### config.mk
export PLATFORM = sky130hd
export DESIGN_NAME = audio_sample_feeder
export DESIGN_NICKNAME = d
export VERILOG_FILES = /design/src/rtl/audio_sample_feeder_pkg.sv /design/src/rtl/audio_sample_feeder_fifo.sv /design/src/rtl/audio_sample_feeder.sv
export SDC_FILE = /design/constraint.sdc
export NUM_CORES = 1
export LEC_CHECK = 0
export CAP_MARGIN = 20
export CORE_MARGIN = 5
export CORE_UTILIZATION = 25
export CTS_CLUSTER_DIAMETER = 120
export CTS_CLUSTER_SIZE = 14
export DETAILED_ROUTE_END_ITERATION = 7
export GPL_ROUTABILITY_DRIVEN = 0
export GPL_TIMING_DRIVEN = 0
export PLACE_DENSITY = 0.4
export RECOVER_POWER = 25
export REMOVE_ABC_BUFFERS = 1
export SLEW_MARGIN = 30
export SYNTH_ARGS = -nofsm -noshare
export SYNTH_HDL_FRONTEND = slang
export SYNTH_HIERARCHICAL = 1
export SYNTH_SLANG_ARGS = --single-unit
### constraint.sdc
create_clock -name clk_in -period 4.5 [get_ports clk_in]
set_input_delay 0.45 -clock clk_in [delete_from_list [all_inputs] [get_ports clk_in]]
set_output_delay 0.45 -clock clk_in [all_outputs]
set_load 0.005 [all_outputs]
### src/rtl/audio_sample_feeder_pkg.sv
// Shared types for the audio feeder: stereo frame layout and per-channel
// attenuation used on the way out to the PWM stage.
package audio_pkg;

  typedef logic signed [7:0] sample_t;

  typedef struct packed {
    sample_t l;
    sample_t r;
  } frame_t;

  localparam int FRAME_W   = 16;
  localparam int NUM_LANES = 2;
  localparam int VEC_W     = FRAME_W / NUM_LANES;

  // Shift first, then mute; arithmetic shift keeps negative samples negative.
  function automatic sample_t atten(input sample_t s, input logic [2:0] sh,
                                    input logic mute);
    sample_t y;
    y = s >>> sh;
    if (mute) y = '0;
    return y;
  endfunction

endpackage

### src/rtl/audio_sample_feeder_fifo.sv
// First-word fall-through frame FIFO; push is ignored when full, pop when empty.
module sample_fifo
  import audio_pkg::*;
#(
  parameter  int DEPTH = 16,
  localparam int AW    = $clog2(DEPTH)
) (
  input  logic        clk_in,
  input  logic        rst_n_in,
  input  logic        push,
  input  logic        pop,
  input  frame_t      din,
  output frame_t      dout,
  output logic        full,
  output logic        empty,
  output logic [AW:0] count
);

  frame_t          r_mem [DEPTH];
  logic [AW-1:0]   r_wr_ptr;
  logic [AW-1:0]   r_rd_ptr;
  logic [AW:0]     r_count;
  logic            w_push;
  logic            w_pop;

  assign full   = (r_count == (AW+1)'(DEPTH));
  assign empty  = (r_count == '0);
  assign count  = r_count;
  assign dout   = r_mem[r_rd_ptr];
  assign w_push = push && !full;
  assign w_pop  = pop && !empty;

  always_ff @(posedge clk_in) begin
    if (w_push) r_mem[r_wr_ptr] <= din;
  end

  // Pointers are exactly AW bits, so they wrap modulo DEPTH on their own.
  always_ff @(posedge clk_in or negedge rst_n_in) begin
    if (!rst_n_in) begin
      r_wr_ptr <= '0;
      r_rd_ptr <= '0;
      r_count  <= '0;
    end else begin
      if (w_push) r_wr_ptr <= r_wr_ptr + 1'b1;
      if (w_pop)  r_rd_ptr <= r_rd_ptr + 1'b1;
      case ({w_push, w_pop})
        2'b10:   r_count <= r_count + 1'b1;
        2'b01:   r_count <= r_count - 1'b1;
        default: r_count <= r_count;
      endcase
    end
  end

endmodule

### src/rtl/audio_sample_feeder.sv
// Sample-rate tick generator, frame buffer and output stage feeding the
// stereo PWM block; underruns play silence and are counted.
module audio_sample_feeder
  import audio_pkg::*;
#(
  parameter  int CLK_HZ     = 100_000_000,
  parameter  int SAMPLE_HZ  = 48_000,
  parameter  int FIFO_DEPTH = 16,
  parameter  int UNDERRUN_W = 16,
  localparam int LVL_W      = $clog2(FIFO_DEPTH) + 1
) (
  input  logic                  clk_in,
  input  logic                  rst_n_in,
  input  logic                  s_valid_in,
  output logic                  s_ready_out,
  input  sample_t               s_left_in,
  input  sample_t               s_right_in,
  input  logic                  mute_in,
  input  logic [2:0]            vol_shift_in,
  output logic                  tick_out,
  output sample_t               sample_l_out,
  output sample_t               sample_r_out,
  output logic [LVL_W-1:0]      level_out,
  output logic                  underrun_out,
  output logic [UNDERRUN_W-1:0] underrun_count_out
);

  localparam int ACC_W = $clog2(CLK_HZ) + 1;
  localparam logic [ACC_W-1:0] STEP    = ACC_W'(SAMPLE_HZ);
  localparam logic [ACC_W-1:0] MODULUS = ACC_W'(CLK_HZ);

  logic [ACC_W-1:0]                   r_acc;
  logic [ACC_W-1:0]                   w_nxt;
  logic                               w_tick;
  logic                               r_tick;
  logic                               r_underrun;
  logic [UNDERRUN_W-1:0]              r_underrun_cnt;
  logic [NUM_LANES-1:0][VEC_W-1:0]    r_sample;
  logic [NUM_LANES-1:0][VEC_W-1:0]    w_raw;
  logic [NUM_LANES-1:0][VEC_W-1:0]    w_proc;
  frame_t                             w_din;
  frame_t                             w_head;
  logic                               w_full;
  logic                               w_empty;
  logic                               w_push;
  logic [LVL_W-1:0]                   w_count;

  // Fractional phase accumulator: spacing alternates floor/ceil of CLK_HZ/SAMPLE_HZ.
  assign w_nxt  = r_acc + STEP;
  assign w_tick = (w_nxt >= MODULUS);

  always_ff @(posedge clk_in or negedge rst_n_in) begin
    if (!rst_n_in) r_acc <= '0;
    else if (w_tick) r_acc <= w_nxt - MODULUS;
    else r_acc <= w_nxt;
  end

  assign s_ready_out = !w_full;
  assign w_push      = s_valid_in && s_ready_out;
  assign w_din       = '{l: s_left_in, r: s_right_in};

  sample_fifo #(
    .DEPTH (FIFO_DEPTH)
  ) u_fifo (
    .clk_in   (clk_in),
    .rst_n_in (rst_n_in),
    .push     (w_push),
    .pop      (w_tick),
    .din      (w_din),
    .dout     (w_head),
    .full     (w_full),
    .empty    (w_empty),
    .count    (w_count)
  );

  // Lane 1 carries left, lane 0 right, matching the packed frame layout.
  assign w_raw = w_head;

  for (genvar g = 0; g < NUM_LANES; g++) begin : g_lane
    assign w_proc[g] = atten(sample_t'(w_raw[g]), vol_shift_in, mute_in);
  end

  always_ff @(posedge clk_in or negedge rst_n_in) begin
    if (!rst_n_in) begin
      r_tick         <= 1'b0;
      r_underrun     <= 1'b0;
      r_sample       <= '0;
      r_underrun_cnt <= '0;
    end else begin
      r_tick     <= w_tick;
      r_underrun <= w_tick && w_empty;
      if (w_tick) begin
        r_sample <= w_empty ? '0 : w_proc;
        if (w_empty && (r_underrun_cnt != {UNDERRUN_W{1'b1}}))
          r_underrun_cnt <= r_underrun_cnt + 1'b1;
      end
    end
  end

  assign tick_out           = r_tick;
  assign underrun_out       = r_underrun;
  assign underrun_count_out = r_underrun_cnt;
  assign sample_l_out       = sample_t'(r_sample[1]);
  assign sample_r_out       = sample_t'(r_sample[0]);
  assign level_out          = w_count;

endmodule

==> flow_metrics.tcl, run 1 <==
set metrics [dict create \
    rsz0062_at_grt "false" \
    synthToLayoutAreaGrowth_pct 19.86 \
    dpl_cell_area_sq_um 16580 \
    die_area_sq_um 63410 \
    hold_class "reg2reg" \
    grt_pass1_wl_um 56770 \
    drc 0 \
    synthFlopType "edfxtp_1" \
    hpwlAfterDp_um 25300 \
    final.period_utilization 0.9418 \
    fill_cells 5727 \
    path_max_fanout 13 \
    max_cap_violations 0 \
    max_freq_mhz 236.0 \
    final_common_cell "edfxtp_1" \
    layout_common_cells "edfxtp_1 (256), nand2_1 (76), mux2i_1 (73)" \
    whs_ps 479.9 \
    io_pins 63 \
    avgRoutedWirePerCell_um 20.68 \
    detail_route.vias_per_cell 4.582 \
    die_w_um 251.8 \
    setup_viol_count_final 0 \
    cts_buffers 27 \
    place_inst 1765 \
    clkPwrFrac 0.326 \
    start_util 0.2529 \
    min_period_ps 4238 \
    power_density_nw_per_um2 377.9 \
    ant_nets 0 \
    drt_wl_total_um 37600 \
    async_flop_share 0.2099 \
    finClkSkew_ps 23.43 \
    io_buffer_count 62 \
    fin_tns_setup_ps 0 \
    core-area_sq_um 57810 \
    cts.clk_slew.worst_paths_ps 80 \
    hold_violations 0 \
    synth_seq_cells 324 \
    seqPwrFrac 0.546 \
    max_slew.worst_pin.slew_ps 1482 \
    status "completed" \
    relSlewSlack 0.01232 \
    seq_area_sq_um 9410 \
    startpoint_type "register" \
    htreeDepth 1 \
    post-route-cell-area_sq_um 17520 \
    finalMaxSlewViolations 0 \
    p_int_uw 4925 \
    cts_sinks 324 \
    cts_buffer_depth 3 \
    rows 88 \
    total_leakage_power_uw 0.005783 \
    syn_inst 959 \
    synth_cell_types 70 \
    combinationalPowerShare 0.128 \
    final_cell_count_no_fill 1818 \
    peakVddDrop_mv 0.2498 \
    drtIter0Drc 601 \
    path_class "reg2reg" \
    antenna_found_initial 7 \
    grt_usage 0.1165 \
    vias 8330 \
    endpoint_kind "register" \
    post_synth.cell_area_avg_sq_um 15.24 \
    die_h_um 251.8 \
    cts_tree "yes" \
    finalNetCount 1079 \
    grt_pass1_vias 8516 \
    gr-total-overflow 0 \
    critical_path_required_ps 4950 \
    drt-pass1-iter-count 5 \
    ys_seq_area_frac 0.6422 \
    clkLatencyLatePin_ps 560 \
    power_switching_uw 1696 \
    grt_max_degree 46 \
    cts_root_buf "clkbuf_16" \
    drive_gt1_frac 0.1987 \
    yosysWarnings 6 \
    synth.cell_area_sq_um 14620 \
    p_sw_frac 0.2562 \
    multi_input_area_sq_um 4977 \
    critPathArrivalTime_ps 4690 \
    synth_edf_count 256 \
]
==> area by class of cell <==
class / instances / area share
clock buffers: 37 / 0.04070
well taps: 765 / 0.05463
inverters: 24 / 0.005213
flip-flops and latches: 324 / 0.5371
clock inverters: 2 / 0.001428
repair buffers: 109 / 0.07676
diodes: 1 / 0.0001428
multi-input cells: 556 / 0.2841
==> synth_stat cells (8+ instances only) <==
master,n,area [sq um]
xnor2_1,35,306.5
o21ai_0,42,210.2
dfrtp_1,68,1702
clkbuf_1,19,71.32
nand2b_1,8,50.05
mux4_2,42,945.9
a221oi_2,29,435.4
a21oi_1,8,40.04
edfxtp_1,256,7687
nand2_1,76,285.3
nor4_1,9,56.30
buf_2,11,55.05
a22oi_1,16,120.1
xor2_1,19,166.4
nand3_1,15,75.07
nor3_1,17,85.08
nor2_1,41,153.9
inv_1,22,82.58
mux2i_1,73,730.7
buf_6,11,123.9
o31ai_1,9,67.56
ha_1,13,162.7
==> what timing repair did <==
| action | 4_1_cts | 5_1_grt |
|---|---|---|
| gates resized for setup | 9 | 19 |
| hold buffers | 1 | 0 |
| pin swaps | 4 | 1 |
| endpoints found under the setup margin | 5 | 1 |
| endpoints found under the hold margin | 23 | 0 |
| setup buffers | 6 | 6 |
==> power by group through the flow <==
stage | clock network [uW] | logic [uW] | registers (uW)
global route | 2360 | 924 | 3640
detailed placement | 0 | 869 | 3680
global placement | 0 | 690 | 3690
floorplan | 0 | 368 | 3650
finish | 2160 | 847 | 3620
CTS | 2260 | 873 | 3620
==> path summary, 6_finish.rpt <==
path                                             startpoint                          end  cells past startpoint  slack [ps]
worst min-delay path            sample_r_out[1]$_DFFE_PN0P_  sample_r_out[1]$_DFFE_PN0P_                      1         480
worst max-delay path                     r_acc[7]$_DFF_PN0_  u_fifo/count[4]$_DFFE_PN0P_                     19         260
worst max register to register           r_acc[7]$_DFF_PN0_  u_fifo/count[4]$_DFFE_PN0P_                     19         260
min in group asynchronous                          rst_n_in          r_acc[16]$_DFF_PN0_                      2         770
max in group asynchronous                          rst_n_in          r_acc[12]$_DFF_PN0_                      2        2750
worst min register to register  sample_r_out[1]$_DFFE_PN0P_  sample_r_out[1]$_DFFE_PN0P_                      1         480
==> stage by stage <==
stage | utilization | power (uW) | worst slack, ps
floorplan | - | 4022 | -917.0
global placement | 0.2736 | 4377 | -3040
detailed placement | 0.2868 | 4553 | -1161
CTS | 0.3011 | 6751 | 4.255
global route | 0.3031 | 6930 | 8.360
finish | 0.3031 | 6621 | 261.9
==> worst max-delay path, cell delays in order (launching register included) <==
cell and delay [ps]:
dfrtp_2 410, inv_1 120, ha_4 200, nand2b_2 120
a21boi_4 160, nor2_2 110, or4_4 540, a2111oi_4 470
o211ai_4 120, buf_8 170, inv_1 90, nor2b_4 180
ha_4 170, inv_1 70, fa_1 400, nor2b_1 130
o21ai_1 80, nand3_1 80, or3b_1 360, xnor2_1 130
==> per-layer routing <==
metal | part of all wire | track usage | up-vias
li1 | - | - | 3854
met2 | 0.49 | 0.1975 | 116
met4 | 0.017 | 0.01939 | 2
met1 | 0.46 | 0.1623 | 4318
met3 | 0.031 | 0.01732 | 40
met5 | 0.00043 | 0 | -
==> sequential cells by signal, summed over array words and instances, names as in the netlist <==
name                count
tick_out                1
u_fifo/r_rd_ptr         4
u_fifo/r_wr_ptr         4
sample_r_out            8
r_acc                  21
underrun_out            1
underrun_count_out     16
u_fifo/r_mem          256
u_fifo/count            5
sample_l_out            8
==> cells by family (layout without fill, tap and decap cells) <==
family,Yosys count,count (layout),synth area share
other,0,1,0
xor gates and xnor gates,54,54,0.03235
and+or+nand+nor,219,219,0.07540
muxes,119,119,0.1180
DFF,324,324,0.6422
buffers and inverters,79,172,0.03244
adders and majority gates,14,14,0.01250
AOI/OAI and AO/OA,150,150,0.08704
Note: power is estimated with default switching activity, not from simulation.
==> run 2: changes to the inputs <==
--- a/config.mk
+++ b/config.mk
@@ -16,6 +16,7 @@
 export PLACE_DENSITY = 0.4
 export RECOVER_POWER = 25
 export REMOVE_ABC_BUFFERS = 1
+export SKIP_LAST_GASP = 1
 export SLEW_MARGIN = 30
 export SYNTH_ARGS = -nofsm -noshare
 export SYNTH_HDL_FRONTEND = slang
==> results of run 2 <==
The final DEF is identical to that of run 1; final timing and power are the same.
==> run 3: changes to the inputs <==
--- a/config.mk
+++ b/config.mk
@@ -9,7 +9,7 @@
 export CORE_MARGIN = 5
 export CORE_UTILIZATION = 25
 export CTS_CLUSTER_DIAMETER = 120
-export CTS_CLUSTER_SIZE = 14
+export CTS_CLUSTER_SIZE = 8
 export DETAILED_ROUTE_END_ITERATION = 7
 export GPL_ROUTABILITY_DRIVEN = 0
 export GPL_TIMING_DRIVEN = 0
==> flow_metrics.tcl, run 3 (same netlist as run 1, synthesis figures left out) <==
set metrics [dict create \
    avgRoutedWirePerCell_um 20.73 \
    max_freq_mhz 235.6 \
    finalMaxSlewViolations 0 \
    critPathArrivalTime_ps 4680 \
    peakVddDrop_mv 0.2496 \
    rows 88 \
    io_pins 63 \
    ant_nets 0 \
    cts_root_buf "clkbuf_16" \
    gr-total-overflow 0 \
    path_class "reg2reg" \
    io_buffer_count 62 \
    path_common_cell "inv_1" \
    grt_usage 0.1196 \
    multi_input_area_sq_um 4977 \
    post-route-cell-area_sq_um 18090 \
    place_inst 1765 \
    final.period_utilization 0.9430 \
    top_register "u_fifo/r_mem" \
    finalNetCount 1098 \
    reg2reg_slack_ps 260 \
    r2r_end "u_fifo/count[4]$_DFFE_PN0P_" \
    setup_viol_count_final 0 \
    relSlewSlack 0.0006842 \
    hpwlAfterDp_um 25300 \
    cts_buffer_depth 3 \
    violations "max-capacitance violations" \
    layout_common_cells "edfxtp_1 (256), nand2_1 (76), mux2i_1 (73)" \
    critical_path_required_ps 4940 \
    hold_depth 1 \
    min_period_ps 4244 \
    cts_tree "yes" \
    hold_class "reg2reg" \
    cts.clk_slew.worst_paths_ps 50 \
    dpl_cell_area_sq_um 16580 \
    detail_route.vias_per_cell 4.565 \
    drtIter0Drc 489 \
    power_density_nw_per_um2 423.9 \
    status "finished with violations" \
    finClkSkew_ps 22.74 \
    drt-pass1-iter-count 4 \
    total_leakage_power_uw 0.006054 \
    crit_family "simple AND/OR/NAND/NOR gates" \
    max_cap_violations 1 \
    whs_endpoint "sample_r_out[1]$_DFFE_PN0P_" \
    largest_register_ff_count 256 \
    rsz0062_at_grt "false" \
    grt_pass1_vias 8711 \
    grt_max_degree 46 \
    path_max_fanout 13 \
    clkLatencyLatePin_ps 580 \
    seq_area_sq_um 9410 \
    cp_slowest_cell "or4_4" \
    rr_startpoint "r_acc[7]$_DFF_PN0_" \
    crit_buf_inv 4 \
    antenna_found_initial 7 \
    drt_wl_total_um 38130 \
    grt_pass1_wl_um 57580 \
    start_util 0.2529 \
    cts_sinks 324 \
    drive_gt1_frac 0.2142 \
    htreeDepth 2 \
    drc 0 \
    critical_path.cell_chain "inv_1, ha_4, nand2b_2, a21boi_4, nor2_2, or4_4, a2111oi_4, o211ai_4, buf_8, inv_1, nor2b_4, ha_4, inv_1, fa_1, nor2b_1, o21ai_1, nand3_1, or3b_1, xnor2_1" \
    rr_worst_depth 19 \
    final_cell_count_no_fill 1840 \
    max_slew.worst_pin.slew_ps 1499 \
    final_common_cell "edfxtp_1" \
    min_from "sample_r_out[1]$_DFFE_PN0P_" \
    die_w_um 251.8 \
    endpoint_kind "register" \
    core-area_sq_um 57810 \
    die_h_um 251.8 \
    max_stage_delay_ps 540 \
    hold_violations 0 \
    startpoint_type "register" \
    die_area_sq_um 63410 \
    vias 8400 \
    cts_buffers 46 \
    synthToLayoutAreaGrowth_pct 23.72 \
    fill_cells 5678 \
]
run 3: final cells by class:
| cell class | instances | area share |
|---|---|---|
| antenna | 1 | 0.0001384 |
| clock buffer | 57 | 0.06593 |
| clock inverter | 4 | 0.006088 |
| inverter | 24 | 0.005050 |
| multi-input combinational | 556 | 0.2752 |
| sequential | 324 | 0.5203 |
| tap | 765 | 0.05292 |
| timing repair buffer | 109 | 0.07437 |
run 3: repair_timing:
action                     CTS  global route
hold endpoints to repair    23             0
setup buffers                6             6
setup endpoints to repair    5             1
hold buffers                 1             0
cloned                       0             0
gates resized for setup     10            18
pin swaps                    4             1
run 3: layer usage:
layer  global-route usage  share of wire
met5                    0        0.00042
met4              0.03257          0.020
met3              0.02154          0.047
met2               0.1976           0.48
met1               0.1633           0.45
run 3: report_power, final:
part | switching [uW] | leakage [uW] | internal, uW
sequential | 108 | 0.00311 | 3520
clock | 1290 | 0.000627 | 1910
combinational | 528 | 0.00232 | 317
run 3: worst max-delay path by stage:
stage                                   startpoint                          end  slack [ps]  depth (start not counted)
finish                          r_acc[7]$_DFF_PN0_  u_fifo/count[4]$_DFFE_PN0P_         260                         19
floorplan                       r_acc[7]$_DFF_PN0_  u_fifo/count[4]$_DFFE_PN0P_        -920                         17
global route                    r_acc[8]$_DFF_PN0_  u_fifo/count[4]$_DFFE_PN0P_           8                         19
detailed placement              r_acc[7]$_DFF_PN0_  u_fifo/count[4]$_DFFE_PN0P_       -1160                         19
CTS                             r_acc[7]$_DFF_PN0_  u_fifo/count[4]$_DFFE_PN0P_           8                         19
global placement    u_fifo/r_rd_ptr[0]$_DFFE_PN0P_  sample_r_out[1]$_DFFE_PN0P_       -3040                          9
run 3: metrics by stage:
stage	worst slack (ps)	TNS, ps	hold slack (ps)	total power, uW	util
after floorplan	-917.0	-12390	154.4	4022	-
after CTS	7.918	0	325.6	7816	0.3109
after global placement	-3040	-150010	465.9	4377	0.2736
after global routing	7.712	0	500.6	8005	0.3128
after detailed placement	-1161	-3090	396.0	4553	0.2868
final	256.4	0	475.2	7667	0.3129
